`src/rtl/autosym_sweep_ctrl.sv`:
```
// autosym_sweep_ctrl
// Time-shares one single-output combinational function block. It sweeps every
// input vector v, counts the onset size of f, and checks whether
// f(v) == f(v ^ alpha) holds for all v (autosymmetry under alpha).
// Each vector takes two cycles: EVAL_A drives v, EVAL_B drives v ^ alpha.
module autosym_sweep_ctrl #(
  parameter int N_IN  = 8,
  parameter int CNT_W = N_IN + 1
) (
  input  logic             i_clk,
  input  logic             i_rst,
  input  logic             i_start,
  input  logic [N_IN-1:0]  i_alpha,
  output logic             o_busy,
  output logic             o_done,
  output logic [N_IN-1:0]  o_f_x,
  input  logic             i_f_y,
  output logic [CNT_W-1:0] o_onset_cnt,
  output logic             o_mismatch,
  output logic [N_IN-1:0]  o_first_bad,
  output logic             o_is_autosym
);

  typedef enum logic [1:0] {
    S_IDLE   = 2'd0,
    S_EVAL_A = 2'd1,
    S_EVAL_B = 2'd2,
    S_DONE   = 2'd3
  } state_t;

  localparam logic [N_IN-1:0]  V_ZERO = {N_IN{1'b0}};
  localparam logic [N_IN-1:0]  V_LAST = {N_IN{1'b1}};
  localparam logic [N_IN-1:0]  V_ONE  = {{(N_IN-1){1'b0}}, 1'b1};
  localparam logic [CNT_W-1:0] C_ZERO = {CNT_W{1'b0}};
  localparam logic [CNT_W-1:0] C_ONE  = {{(CNT_W-1){1'b0}}, 1'b1};

  state_t            r_state,     w_state;
  logic [N_IN-1:0]   r_alpha,     w_alpha;
  logic [N_IN-1:0]   r_v,         w_v;
  logic              r_y_a,       w_y_a;
  logic [N_IN-1:0]   r_f_x,       w_f_x;
  logic              r_busy,      w_busy;
  logic              r_done,      w_done;
  logic [CNT_W-1:0]  r_onset_cnt, w_onset_cnt;
  logic              r_mismatch,  w_mismatch;
  logic [N_IN-1:0]   r_first_bad, w_first_bad;
  logic              r_is_autosym, w_is_autosym;

  // Next-state and next-output logic; every value holds unless a state updates it.
  always_comb begin
    w_state      = r_state;
    w_alpha      = r_alpha;
    w_v          = r_v;
    w_y_a        = r_y_a;
    w_f_x        = r_f_x;
    w_busy       = r_busy;
    w_done       = 1'b0;
    w_onset_cnt  = r_onset_cnt;
    w_mismatch   = r_mismatch;
    w_first_bad  = r_first_bad;
    w_is_autosym = r_is_autosym;
    case (r_state)
      S_IDLE: begin
        if (i_start) begin
          w_alpha      = i_alpha;
          w_onset_cnt  = C_ZERO;
          w_mismatch   = 1'b0;
          w_first_bad  = V_ZERO;
          w_is_autosym = 1'b0;
          w_v          = V_ZERO;
          w_f_x        = V_ZERO;
          w_busy       = 1'b1;
          w_state      = S_EVAL_A;
        end else begin
          w_state      = S_IDLE;
        end
      end
      S_EVAL_A: begin
        // f_x currently carries v; remember f(v) and present v ^ alpha next.
        w_y_a = i_f_y;
        if (i_f_y) begin
          w_onset_cnt = r_onset_cnt + C_ONE;
        end else begin
          w_onset_cnt = r_onset_cnt;
        end
        w_f_x   = r_v ^ r_alpha;
        w_state = S_EVAL_B;
      end
      S_EVAL_B: begin
        // Only the first (smallest) mismatching v is recorded.
        if ((i_f_y != r_y_a) && !r_mismatch) begin
          w_mismatch  = 1'b1;
          w_first_bad = r_v;
        end else begin
          w_mismatch  = r_mismatch;
          w_first_bad = r_first_bad;
        end
        // Exit on the all-ones vector so v never wraps inside a sweep.
        if (r_v == V_LAST) begin
          w_f_x        = V_ZERO;
          w_done       = 1'b1;
          w_is_autosym = ~w_mismatch;
          w_state      = S_DONE;
        end else begin
          w_v          = r_v + V_ONE;
          w_f_x        = r_v + V_ONE;
          w_state      = S_EVAL_A;
        end
      end
      S_DONE: begin
        // A start seen here is deliberately dropped.
        w_busy  = 1'b0;
        w_state = S_IDLE;
      end
      default: begin
        w_busy  = 1'b0;
        w_f_x   = V_ZERO;
        w_state = S_IDLE;
      end
    endcase
  end

  // State and output registers with synchronous reset to the idle values.
  always_ff @(posedge i_clk) begin
    if (i_rst) begin
      r_state      <= S_IDLE;
      r_alpha      <= V_ZERO;
      r_v          <= V_ZERO;
      r_y_a        <= 1'b0;
      r_f_x        <= V_ZERO;
      r_busy       <= 1'b0;
      r_done       <= 1'b0;
      r_onset_cnt  <= C_ZERO;
      r_mismatch   <= 1'b0;
      r_first_bad  <= V_ZERO;
      r_is_autosym <= 1'b0;
    end else begin
      r_state      <= w_state;
      r_alpha      <= w_alpha;
      r_v          <= w_v;
      r_y_a        <= w_y_a;
      r_f_x        <= w_f_x;
      r_busy       <= w_busy;
      r_done       <= w_done;
      r_onset_cnt  <= w_onset_cnt;
      r_mismatch   <= w_mismatch;
      r_first_bad  <= w_first_bad;
      r_is_autosym <= w_is_autosym;
    end
  end

  assign o_busy       = r_busy;
  assign o_done       = r_done;
  assign o_f_x        = r_f_x;
  assign o_onset_cnt  = r_onset_cnt;
  assign o_mismatch   = r_mismatch;
  assign o_first_bad  = r_first_bad;
  assign o_is_autosym = r_is_autosym;

endmodule
```
`config.mk`:
```
export PLATFORM = sky130hd
export DESIGN_NAME = autosym_sweep_ctrl
export DESIGN_NICKNAME = d
export VERILOG_FILES = /design/src/rtl/autosym_sweep_ctrl.sv
export SDC_FILE = /design/constraint.sdc
export NUM_CORES = 1
export LEC_CHECK = 0
export BUFFER_PORTS_ARGS = -buffer_cell sky130_fd_sc_hd__buf_2
export CAP_MARGIN = 20
export CORE_UTILIZATION = 24
export CTS_CLUSTER_DIAMETER = 120
export DETAILED_ROUTE_END_ITERATION = 6
export SLEW_MARGIN = 10
export SYNTH_ARGS = -nofsm -noshare
export SYNTH_HDL_FRONTEND = slang
export SYNTH_SLANG_ARGS = --single-unit
export TNS_END_PERCENT = 1
```
`constraint.sdc`:
```
create_clock -name i_clk -period 3.6 [get_ports i_clk]
set_input_delay 0.72 -clock i_clk [delete_from_list [all_inputs] [get_ports i_clk]]
set_output_delay 0.72 -clock i_clk [all_outputs]
set_load 0.005 [all_outputs]
```
---- Yosys cells after proc, flatten, opt, wreduce, memory -nomap -nowiden ----
Cells that the tools add are included.
word-level totals
  register bits ........................... 48
  latch bits .............................. 0
  memory bits (writable) .................. 0
  bits in read-only memories .............. 0
  input port bits ......................... 12
  output and inout bits ................... 29
  memories ................................ 0
cells by class
  $add $sub $neg .......................... 2
  multiply operators ...................... 0
  divide/modulo/power cells ............... 0
  magnitude comparators ................... 0
  eq/ne operators ......................... 10
  shifts and indexed selects .............. 0
  multiplexer cells ....................... 22
  bitwise logic cells ..................... 3
  reductions and logical operators ........ 16
operators with widths
  cell                   count
  $mux W8                4
  $pmux W8 S2            2
  $pmux W8 S3            1
  $mux W9                2
  $pmux W9 S2            1
  $reduce_and A3 Y1      4
  $ne A2 B2 Y1 const B   5
  $add A9 B1 Y9 const B  1
  $add A8 B1 Y8 const B  1
  $eq A8 B8 Y1 const B   1
  $pmux W2 S4            1
  $reduce_and A2 Y1      4
  $xor A8 B8 Y8          1
  $mux W1                7
  $pmux W1 S2            3
  $reduce_bool A2 Y1     3
  $eq A2 B2 Y1 const B   2
  $reduce_bool A3 Y1     1
  $eq A2 B1 Y1 const B   1
  $logic_not A2 Y1       1
  $mux W2                1
  $not A1 Y1             2
  $reduce_or A2 Y1       1
  $logic_and A1 B1 Y1    1
  other kinds (2)        2

---- Depth between registers and ports, before layout ----
Gate-level depths: netlist of the first run.
  depth after elaboration ................. 7
  mapped depth ............................ 9
  depth with buffers taken out ............ 6

---- Worst setup path after synthesis of the first run ----
Ideal clock, no wire load.
  kind .................................... reg-to-reg
  start point ............................. reg r_state[0]
  end point ............................... reg r_f_x[6], in the netlist o_f_x[6]
  data arrival time ....................... 1620 ps
  slack ................................... 1901 ps
  cell stages (with the launch flop) ...... 9
  path buffers ............................ 2
  period minus slack after synthesis ...... 1699 ps
  path through ............................ dfxtp_1 inv_1 ha_1 buf_6 nor2b_4 or3_1 clkbuf_1 a2bb2oi_1 a22oi_1
on the way
  longest elaborated chain between the ends .. 3
ends and longest elaborated chain
  what                                                          line  source
  start: declaration                                            37    state_t r_state, w_state;
  start signal: assignment                                      138   r_state <= w_state;
  $eq A2 B2 Y1, or another cell as far along                    62    case (r_state)
  $reduce_bool A3 Y1 (no line) or $ne A2 B2 Y1 (tied branches)  -
  $reduce_and A2 Y1 (no line)                                   -
  end signal: assignment                                        142   r_f_x <= w_f_x;
  end: declaration                                              41    logic [N_IN-1:0] r_f_x, w_f_x;
Parallel ways exist; a longest one is shown, timed or not.
A chain may end at the register's enable or synchronous reset.

---- Final worst setup path of the first run ----
  start point ............................. reg r_state[0]
  end point ............................... reg r_v[3]
on the way
  longest elaborated chain between the ends .. 3
ends and longest elaborated chain
  what                                                          line  source
  $eq A2 B2 Y1 or $logic_not A2 Y1 (tied branches)              62
  $ne A2 B2 Y1 (no line) or $reduce_bool A2 Y1 (tied branches)  -
  $reduce_and A3 Y1 (no line)                                   -
  end signal: assignment                                        140   r_v <= w_v;
  end: declaration                                              39    logic [N_IN-1:0] r_v, w_v;
Parallel ways exist; a longest one is shown, timed or not.

==> results of run 1 <==
power groups by stage:
stage / sequential, mW / clock (mW) / combinational (mW)
after CTS: 0.549 / 0.433 / 0.0990
after global routing: 0.550 / 0.456 / 0.110
final: 0.548 / 0.421 / 0.0981
after floorplan: 0.559 / 0 / 0.0789
after global placement: 0.561 / 0 / 0.0967
after detailed placement: 0.561 / 0 / 0.0984
cell usage in the layout (no fill, tap or decap), types with 6 or more instances in the layout:
| cell type | n |
|---|---|
| dfxtp_1 | 48 |
| o21ai_0 | 13 |
| a21oi_1 | 29 |
| xnor2_1 | 13 |
| nand3_1 | 11 |
| nor2_1 | 19 |
| nand4_1 | 14 |
| ha_1 | 7 |
| inv_1 | 9 |
| nor3_1 | 6 |
| clkbuf_8 | 7 |
| buf_2 | 40 |
| nand2_1 | 26 |
worst max-delay path, cell delays in order, from the launching register on:
cell and delay [ns]:
dfxtp_1 0.36, inv_1 0.10, ha_1 0.50, nand4_1 0.21, or2_1 0.28, a21oi_1 0.43, a221o_1 0.23
final cells by class:
cell class / instances / share of cell area
timing repair buffer: 40 / 0.0715
clock inverter: 1 / 0.0107
tap: 133 / 0.0594
sequential: 48 / 0.343
multi-input combinational: 204 / 0.469
inverter: 9 / 0.0121
clock buffer: 7 / 0.0344
worst max path at each step:
stage	from	end	slack (ns)	depth (start not counted)
5_1_grt	r_state[0]$_SDFF_PP0_	r_v[3]$_SDFFE_PP0P_	1.21	6
2_1_floorplan	r_state[0]$_SDFF_PP0_	o_f_x[6]$_SDFFE_PP0P_	1.90	8
3_5_place_dp	i_rst	o_f_x[5]$_SDFFE_PP0P_	1.45	5
6_report	r_state[0]$_SDFF_PP0_	r_v[3]$_SDFFE_PP0P_	1.44	6
3_3_place_gp	i_rst	o_f_x[2]$_SDFFE_PP0P_	1.47	5
4_1_cts	r_state[0]$_SDFF_PP0_	o_is_autosym$_SDFFE_PP0P_	1.47	5
metrics by stage:
| stage | std cells | instance area, um2 | util | hold WS (ns) | total power, mW |
|---|---|---|---|---|---|
| after CTS | 442 | 2800 | 0.284 | 0.463 | 1.08 |
| after floorplan | 282 | 2470 | - | 0.434 | 0.638 |
| after detailed placement | 434 | 2680 | 0.271 | 0.451 | 0.660 |
| after global placement | 434 | 2680 | 0.271 | 0.449 | 0.657 |
| final | 442 | 2800 | 0.284 | 0.459 | 1.07 |
| after global routing | 442 | 2800 | 0.284 | 0.489 | 1.12 |
kinds of logic (layout without fill, tap and decap cells):
kind of cell,Yosys count,after routing,synth area share
buffers and inverters,30,57,0.0809
DFF,48,48,0.388
adders and majority gates,7,7,0.0354
muxes,4,4,0.0182
and+or+nand+nor,107,107,0.244
AOI/OAI and AO/OA,71,71,0.180
xor gates and xnor gates,15,15,0.0531
cells in the mapped netlist (3+ instances only):
cell type,n
nand2_1,26
a21oi_1,29
and4_1,3
nand4_1,14
xnor2_1,13
clkbuf_1,7
ha_1,7
a22oi_1,3
a22o_1,4
nor3_1,6
and3_2,3
o211ai_1,3
nor4_1,3
nor2b_1,3
inv_1,9
dfxtp_1,48
o221ai_1,3
nor2_1,19
buf_6,8
o21ai_0,13
nand3_1,11
layer usage:
metal | up-vias | GRT usage | wire length, um
met4 | 0 | 0.0424 | 134
met1 | 1034 | 0.148 | 2850
li1 | 1069 | - | -
met3 | 9 | 0.0201 | 227
met2 | 54 | 0.185 | 2780
met5 | - | 0 | 0
registers in the layout (all words and copies together) (netlist names), 2 cells and up:
name / cells
o_onset_cnt: 9
r_state: 2
o_first_bad: 8
o_f_x: 8
r_alpha: 8
r_v: 8
==> summary.md, run 1 <==
| Metric | Value |
|---|---|
| Max_cap viols | `0` |
| Initial antenna violation count | `0` |
| Clock power frac | `0.394` |
| PortBufs | `40` |
| Vias per std cell | `4.90` |
| Biggest area consumer among synthesized cells | `dfxtp_1` |
| Tot GR Track Use | `0.113` |
| Unique masters post-synth | `56` |
| Max_slew headroom | `0.444` |
| Crit path max fanout | `18` |
| Register share of total power | `0.514` |
| PD cells | `381 nW/um2` |
| Num ports | `41` |
| Combinational share of power | `0.092` |
| Hold depth | `2` |
| Max Fclk | `0.463 GHz` |
| Setup Fix Bufs, Post-CTS | `0` |
| Fraction of registers with async set/reset | `0` |
| Clk_skew | `0.00427 ns` |
| Fin nets | `327` |
| Starting Density | `0.251` |
| Post-Syn Area per Cell | `8.78 um2` |
| # fillers | `1055` |
| Net Sw Power | `251 uW` |
| Internal power | `816 uW` |
| Seq/Total Area, Yosys | `0.388` |
| Tcrit/Tclk final | `0.599` |
| Worst slack, placed | `1.45 ns` |
| Seq. cell area | `961 um2` |
| Number of enable flip-flop cells after synthesis | `0` |
| Reg2reg start | `r_state[0]$_SDFF_PP0_` |
| Largest net degree at the start of global routing | `34` |
| Clock Sinks | `48` |
| Grt total ovfl | `0` |
| Hold Path Sink | `r_alpha[2]$_SDFFE_PP0P_` |
| Layout cells sized above 1 | `0.194` |
| CTS tree | `built` |
| Sw frac | `0.235` |
| Chip height | `104 um` |
| Hold Vio Cnt, Final | `0` |
| CTS Hold Buffers Added | `0` |
| Antenna diodes | `0` |
| Yosys warns | `0` |
| Via total after detailed routing | `2166` |
| Synth top area cells | `dfxtp_1 (39%), a21oi_1 (5.9%), xnor2_1 (4.6%), nand2_1 (3.9%), buf_6 (3.6%)` |
| Leakage | `1.07 nW` |
| RSZ-0062 raised after global routing | `no` |
| Placer Congestion | `0.841` |
| Area Overhead vs Synth | `13.2%` |
| Starting DRT DRC Count | `157` |
| Primary FF master, synth | `dfxtp_1` |
| Worst-path clk slew | `0.08 ns` |
| Area of the multi-input gates | `1310 um2` |
| Full die area | `10700 um2` |
| First-pass GRT wire length | `9.87 mm` |
| Hold Crit Class | `flip-flop to flip-flop` |
| Row count | `36` |
| Worst Max-Slew Pin Slew | `0.811 ns` |
| Largest buffer count on any clock path | `2` |
| CP Launch Type | `flip-flop` |
| Status | `completed` |
| Post-synth top area share | `0.388` |
| Detailed-route wire length per cell | `13.5 um` |
| Setup CP Type | `flip-flop to flip-flop` |
| Num CTS Buffers | `5` |
| Die width | `104 um` |
| Final ANT Viol Nets | `0` |
| TritonRoute pass-1 iters | `4` |
| Hold Path Origin | `r_alpha[2]$_SDFFE_PP0P_` |
| Register bit total from synthesis | `48` |
| Clk root buf | `clkbuf_8` |
| Post_cts resized | `0` |
| Syn Nets | `301` |
| Hpwl dp | `4.44 mm` |
| Data arrival, critical path | `2.40 ns` |
| # DRC | `0` |
| Min cycle time layout | `2.16 ns` |
| Vias in the first global route | `1938` |
| Crit end category | `flip-flop` |
| Mapped Cells | `282` |
| Reg-to-Reg End | `r_v[3]$_SDFFE_PP0P_` |
| Required time of the worst setup path | `3.84 ns` |
| Final worst-path setup slack | `1.44 ns` |
| Drt total wl | `5.99 mm` |
| Max Slew Vio Count | `0` |
| Core Region | `9860 um2` |
| Worst VDD drop | `0.000149 V` |
| # setup viols final | `0` |
| Reg-to-reg slack, setup | `1.44 ns` |
| Worst-Skew Late Latency | `0.30 ns` |
| Post-Syn Area | `2470 um2` |
| H-tree levels | `2` |
| Setup TNS | `0 ns` |
| Worst R2R Path Depth | `6` |
Note: power is estimated with default switching activity, not from simulation.
==> inputs of run 2 (changes only) <==
clock period = 2.25 ns   (was 3.6 ns; I/O delays follow)
==> run 2 against run 1 <==
Compared with the run above:
- fmax grew 9.8%
- sequential share of layout area shrank 0.26 points
- clock-buffer cell count shrank 2
- first-iteration DRC count grew 14%
- global-route usage grew 0.78 points
- combinational power grew 70%
- register-to-register slack lost 1.2 ns
- clock skew grew 0.0025 ns
- cell count grew 1.8%
- cell area grew 0.76%
==> summary.md, run 2 (same netlist as run 1, synthesis figures left out) <==
| Metric | Value |
|---|---|
| RSZ-0062 raised after global routing | `no` |
| Full die area | `10700 um2` |
| Tcrit/Tclk final | `0.874` |
| Worst R2R Path Depth | `6` |
| Clock Sinks | `48` |
| Reg-to-Reg End | `r_v[3]$_SDFFE_PP0P_` |
| Core Util, Final | `0.286` |
| Worst slack, placed | `0.321 ns` |
| Worst VDD drop | `0.000217 V` |
| Data arrival, critical path | `2.17 ns` |
| Hpwl dp | `4.67 mm` |
| Starting Density | `0.251` |
| Row count | `36` |
| Hold Vio Cnt, Final | `0` |
| Max_cap viols | `0` |
| Clk_skew | `0.00678 ns` |
| Max_slew headroom | `0.614` |
| PortBufs | `40` |
| CP Launch Type | `flip-flop` |
| Fin nets | `335` |
| Max FFs per register | `9` |
| Worst-Skew Late Latency | `0.31 ns` |
| Vias in the first global route | `2046` |
| Tot GR Track Use | `0.121` |
| Placer Congestion | `0.915` |
| Drt total wl | `6.23 mm` |
| Largest net degree at the start of global routing | `25` |
| Starting DRT DRC Count | `179` |
| Hold Crit Class | `input port to flip-flop` |
| Antenna diodes | `0` |
| Commonest non-fill, non-tap cell in the layout | `dfxtp_1` |
| Core Region | `9860 um2` |
| Status | `completed` |
| Vias per std cell | `4.79` |
| Post_cts resized | `0` |
| CTS tree | `built` |
| Min cycle time layout | `1.97 ns` |
| Setup TNS | `0 ns` |
| # DRC | `0` |
| Max Fclk | `0.509 GHz` |
| Crit path max fanout | `12` |
| Initial antenna violation count | `0` |
| Commonest non-fill, non-tap cells in the layout | `dfxtp_1 (48), buf_2 (40), a21oi_1 (29)` |
| # setup viols final | `0` |
| Die width | `104 um` |
| Crit path to | `r_v[3]$_SDFFE_PP0P_` |
| Layout cells sized above 1 | `0.215` |
| Reg-to-reg slack, setup | `0.28 ns` |
| Worst-path clk slew | `0.10 ns` |
| H-tree levels | `2` |
| Crit end category | `flip-flop` |
| CP startpoint | `r_state[1]$_SDFF_PP0_` |
| TritonRoute pass-1 iters | `4` |
| Num CTS Buffers | `5` |
| Chip height | `104 um` |
| First-pass GRT wire length | `10.4 mm` |
| Final ANT Viol Nets | `0` |
| Clk root buf | `clkbuf_8` |
| Largest buffer count on any clock path | `2` |
| Leakage | `1.10 nW` |
| Setup CP Type | `flip-flop to flip-flop` |
| Max Slew Vio Count | `0` |
| Setup Fix Bufs, Post-CTS | `0` |
| CTS Hold Buffers Added | `0` |
| Final worst-path setup slack | `0.284 ns` |
| Num ports | `41` |
| Grt total ovfl | `0` |
| Required time of the worst setup path | `2.45 ns` |
| Via total after detailed routing | `2157` |
| Detailed-route wire length per cell | `13.8 um` |
| Worst Max-Slew Pin Slew | `0.573 ns` |
| Reg2reg start | `r_state[1]$_SDFF_PP0_` |
| Area Overhead vs Synth | `14.1%` |
| PD cells | `557 nW/um2` |
==> run 2: layer usage <==
metal / wire (um) / vias to the layer above / part of all wire / global-route usage
met5: 0 / - / 0 / 0
met2: 2910 / 44 / 0.47 / 0.201
met4: 118 / 0 / 0.019 / 0.0476
met3: 201 / 8 / 0.032 / 0.0220
li1: - / 1089 / - / -
met1: 3000 / 1016 / 0.48 / 0.154
==> run 2: final cells by class <==
type                            instances  area, um2
Tap cell                              133        166
Clock buffer                            5       68.8
Inverter                                9       33.8
Fill cell                            1056       7040
Sequential cell                        48        961
Timing Repair Buffer                   48        260
Multi-Input combinational cell        204       1310
Clock inverter                          3       18.8
==> run 2: per-stage QoR <==
stage	cell area, um2	power [mW]	hold slack [ns]	instances
CTS	2820	1.59	0.367	450
detailed placement	2740	1.06	0.453	442
global route	2820	1.65	0.371	450
finish	2820	1.57	0.370	450
global placement	2740	1.06	0.447	442
floorplan	2470	1.02	0.434	282
==> run 2: worst min path at each step <==
stage	start	end	slack, ns	cells past startpoint
2_1_floorplan	r_alpha[2]$_SDFFE_PP0P_	r_alpha[2]$_SDFFE_PP0P_	0.43	2
3_3_place_gp	r_alpha[2]$_SDFFE_PP0P_	r_alpha[2]$_SDFFE_PP0P_	0.45	2
3_5_place_dp	o_f_x[7]$_SDFFE_PP0P_	o_f_x[7]$_SDFFE_PP0P_	0.45	2
4_1_cts	i_alpha[2]	r_alpha[2]$_SDFFE_PP0P_	0.37	3
5_1_grt	i_alpha[2]	r_alpha[2]$_SDFFE_PP0P_	0.37	3
6_report	i_alpha[2]	r_alpha[2]$_SDFFE_PP0P_	0.37	3
==> run 2: where the power goes <==
| part | internal (mW) | switching (mW) |
|---|---|---|
| Sequential | 0.865 | 0.0128 |
| Combinational | 0.0569 | 0.110 |
| Clock | 0.217 | 0.310 |
| Total | 1.14 | 0.433 |
==> run 2: worst max-delay path, stage by stage (launching register included) <==
cell and delay (ns):
dfxtp_1 0.35, inv_1 0.12, ha_1 0.32, nor2b_4 0.38, nor3_2 0.15, and2_1 0.22
a221o_1 0.32
==> inputs of run 3 (changes only) <==
BUFFER_PORTS_ARGS = not set   (was -buffer_cell sky130_fd_sc_hd__buf_2)
CORE_UTILIZATION = 25   (was 24)
DONT_BUFFER_PORTS = 1   (was not set)
==> run 3 against run 2 <==
Compared with the run above:
- power down 3.6%
- global-route usage up 0.051 points
- register-to-register slack better by 0.05 ns
- cell count down 10%
- critical path depth unchanged
- die area down 3.9%
- critical path type unchanged
- largest power group unchanged
- highest routed layer unchanged
==> summary.md, run 3 (same netlist as run 1, synthesis figures left out) <==
| Metric | Value |
|---|---|
| Hold Crit Class | `input port to flip-flop` |
| Num CTS Buffers | `5` |
| Final worst-path setup slack | `0.333 ns` |
| RSZ-0062 raised after global routing | `no` |
| Tot GR Track Use | `0.121` |
| Worst-Skew Late Latency | `0.30 ns` |
| Setup Fix Bufs, Post-CTS | `0` |
| Post_cts resized | `0` |
| Placed Cells | `398` |
| Core Region | `9420 um2` |
| Drt total wl | `5.94 mm` |
| CTS Hold Buffers Added | `0` |
| Max Fclk | `0.522 GHz` |
| Hold Vio Cnt, Final | `0` |
| H-tree levels | `2` |
| # fillers | `1018` |
| Worst-path clk slew | `0.08 ns` |
| CTS tree | `built` |
| Largest buffer count on any clock path | `2` |
| Min cycle time layout | `1.92 ns` |
| Setup CP Type | `flip-flop to flip-flop` |
| Full die area | `10300 um2` |
| Max Slew Vio Count | `0` |
| Max FFs per register | `9` |
| Hpwl dp | `4.50 mm` |
| Die width | `101 um` |
| Commonest non-fill, non-tap cells in the layout | `dfxtp_1 (48), a21oi_1 (29), nand2_1 (26)` |
| Crit end category | `flip-flop` |
| Starting Density | `0.263` |
| Clk_skew | `0.00991 ns` |
| Worst VDD drop | `0.000285 V` |
| Crit path max fanout | `10` |
| Status | `completed` |
| Layout cells sized above 1 | `0.0942` |
| Detailed-route wire length per cell | `14.7 um` |
| Commonest non-fill, non-tap cell in the layout | `dfxtp_1` |
| # DRC | `0` |
| Row count | `35` |
| Final ANT Viol Nets | `0` |
| Num ports | `41` |
| Core Util, Final | `0.277` |
| Data arrival, critical path | `2.10 ns` |
| Setup TNS | `0 ns` |
| Tot Pwr | `1.52 mW` |
| Via total after detailed routing | `1980` |
| Vias per std cell | `4.89` |
| Initial antenna violation count | `0` |
| Worst R2R Path Depth | `6` |
| Clock Sinks | `48` |
| Largest net degree at the start of global routing | `34` |
| Max_slew headroom | `0.651` |
| Placer Congestion | `0.915` |
| Clk root buf | `clkbuf_8` |
| Worst Max-Slew Pin Slew | `0.513 ns` |
| PortBufs | `0` |
| Max_cap viols | `0` |
| Starting DRT DRC Count | `187` |
| First-pass GRT wire length | `9.63 mm` |
| TritonRoute pass-1 iters | `4` |
| Leakage | `0.887 nW` |
| Chip height | `101 um` |
| Hold depth | `1` |
| Final cell count without fillers | `405` |
| PD cells | `581 nW/um2` |
| Vias in the first global route | `1898` |
| CP Launch Type | `flip-flop` |
| Required time of the worst setup path | `2.43 ns` |
| Tcrit/Tclk final | `0.852` |
| Antenna diodes | `0` |
| Fin nets | `295` |
| Grt total ovfl | `0` |
| Area Overhead vs Synth | `5.36%` |
| Worst slack, placed | `0.325 ns` |
| # setup viols final | `0` |
| Reg-to-reg slack, setup | `0.33 ns` |
run 3: path summary, 6_finish.rpt:
path / startpoint / endpoint
max reg2reg: r_state[1]$_SDFF_PP0_ / o_onset_cnt[8]$_SDFFE_PP0P_
max: r_state[1]$_SDFF_PP0_ / o_onset_cnt[8]$_SDFFE_PP0P_
min reg2reg: r_alpha[2]$_SDFFE_PP0P_ / r_alpha[2]$_SDFFE_PP0P_
min: i_rst / o_onset_cnt[1]$_SDFFE_PP0P_
run 3: power breakdown:
part,internal (mW),total [mW],switching [mW],leakage (nW)
clock network,0.212,0.495,0.283,0.0410
logic,0.0492,0.141,0.0919,0.457
registers,0.865,0.879,0.0142,0.389
total,1.13,1.52,0.389,0.887
run 3: cell type report:
class / instances / area [um2] / area share
Clock buffer: 6 / 72.6 / 0.0278
Tap cell: 129 / 161 / 0.0619
Sequential cell: 48 / 961 / 0.369
Inverter: 9 / 33.8 / 0.0130
Multi-Input combinational cell: 204 / 1310 / 0.504
Clock inverter: 1 / 5.00 / 0.00192
Timing Repair Buffer: 8 / 60.1 / 0.0230
run 3: worst max-delay path: stages, from the launching register on:
cell and delay, ns:
dfxtp_1 0.34, inv_1 0.11, ha_1 0.45, mux2i_2 0.55, nor4_1 0.14, xnor2_1 0.16, nor2_1 0.05
run 3: per-stage QoR:
stage / area [um2] / hold slack (ns)
floorplan: 2470 / 0.434
global placement: 2530 / 0.441
detailed placement: 2530 / 0.447
CTS: 2610 / 0.197
global route: 2610 / 0.204
finish: 2610 / 0.208
run 3: routing by layer:
layer | vias up | track usage | wire length, um
met5 | - | 0 | 0
met4 | 0 | 0.0491 | 108
met3 | 7 | 0.0228 | 245
met2 | 43 | 0.192 | 2720
met1 | 922 | 0.163 | 2870
li1 | 1008 | - | -
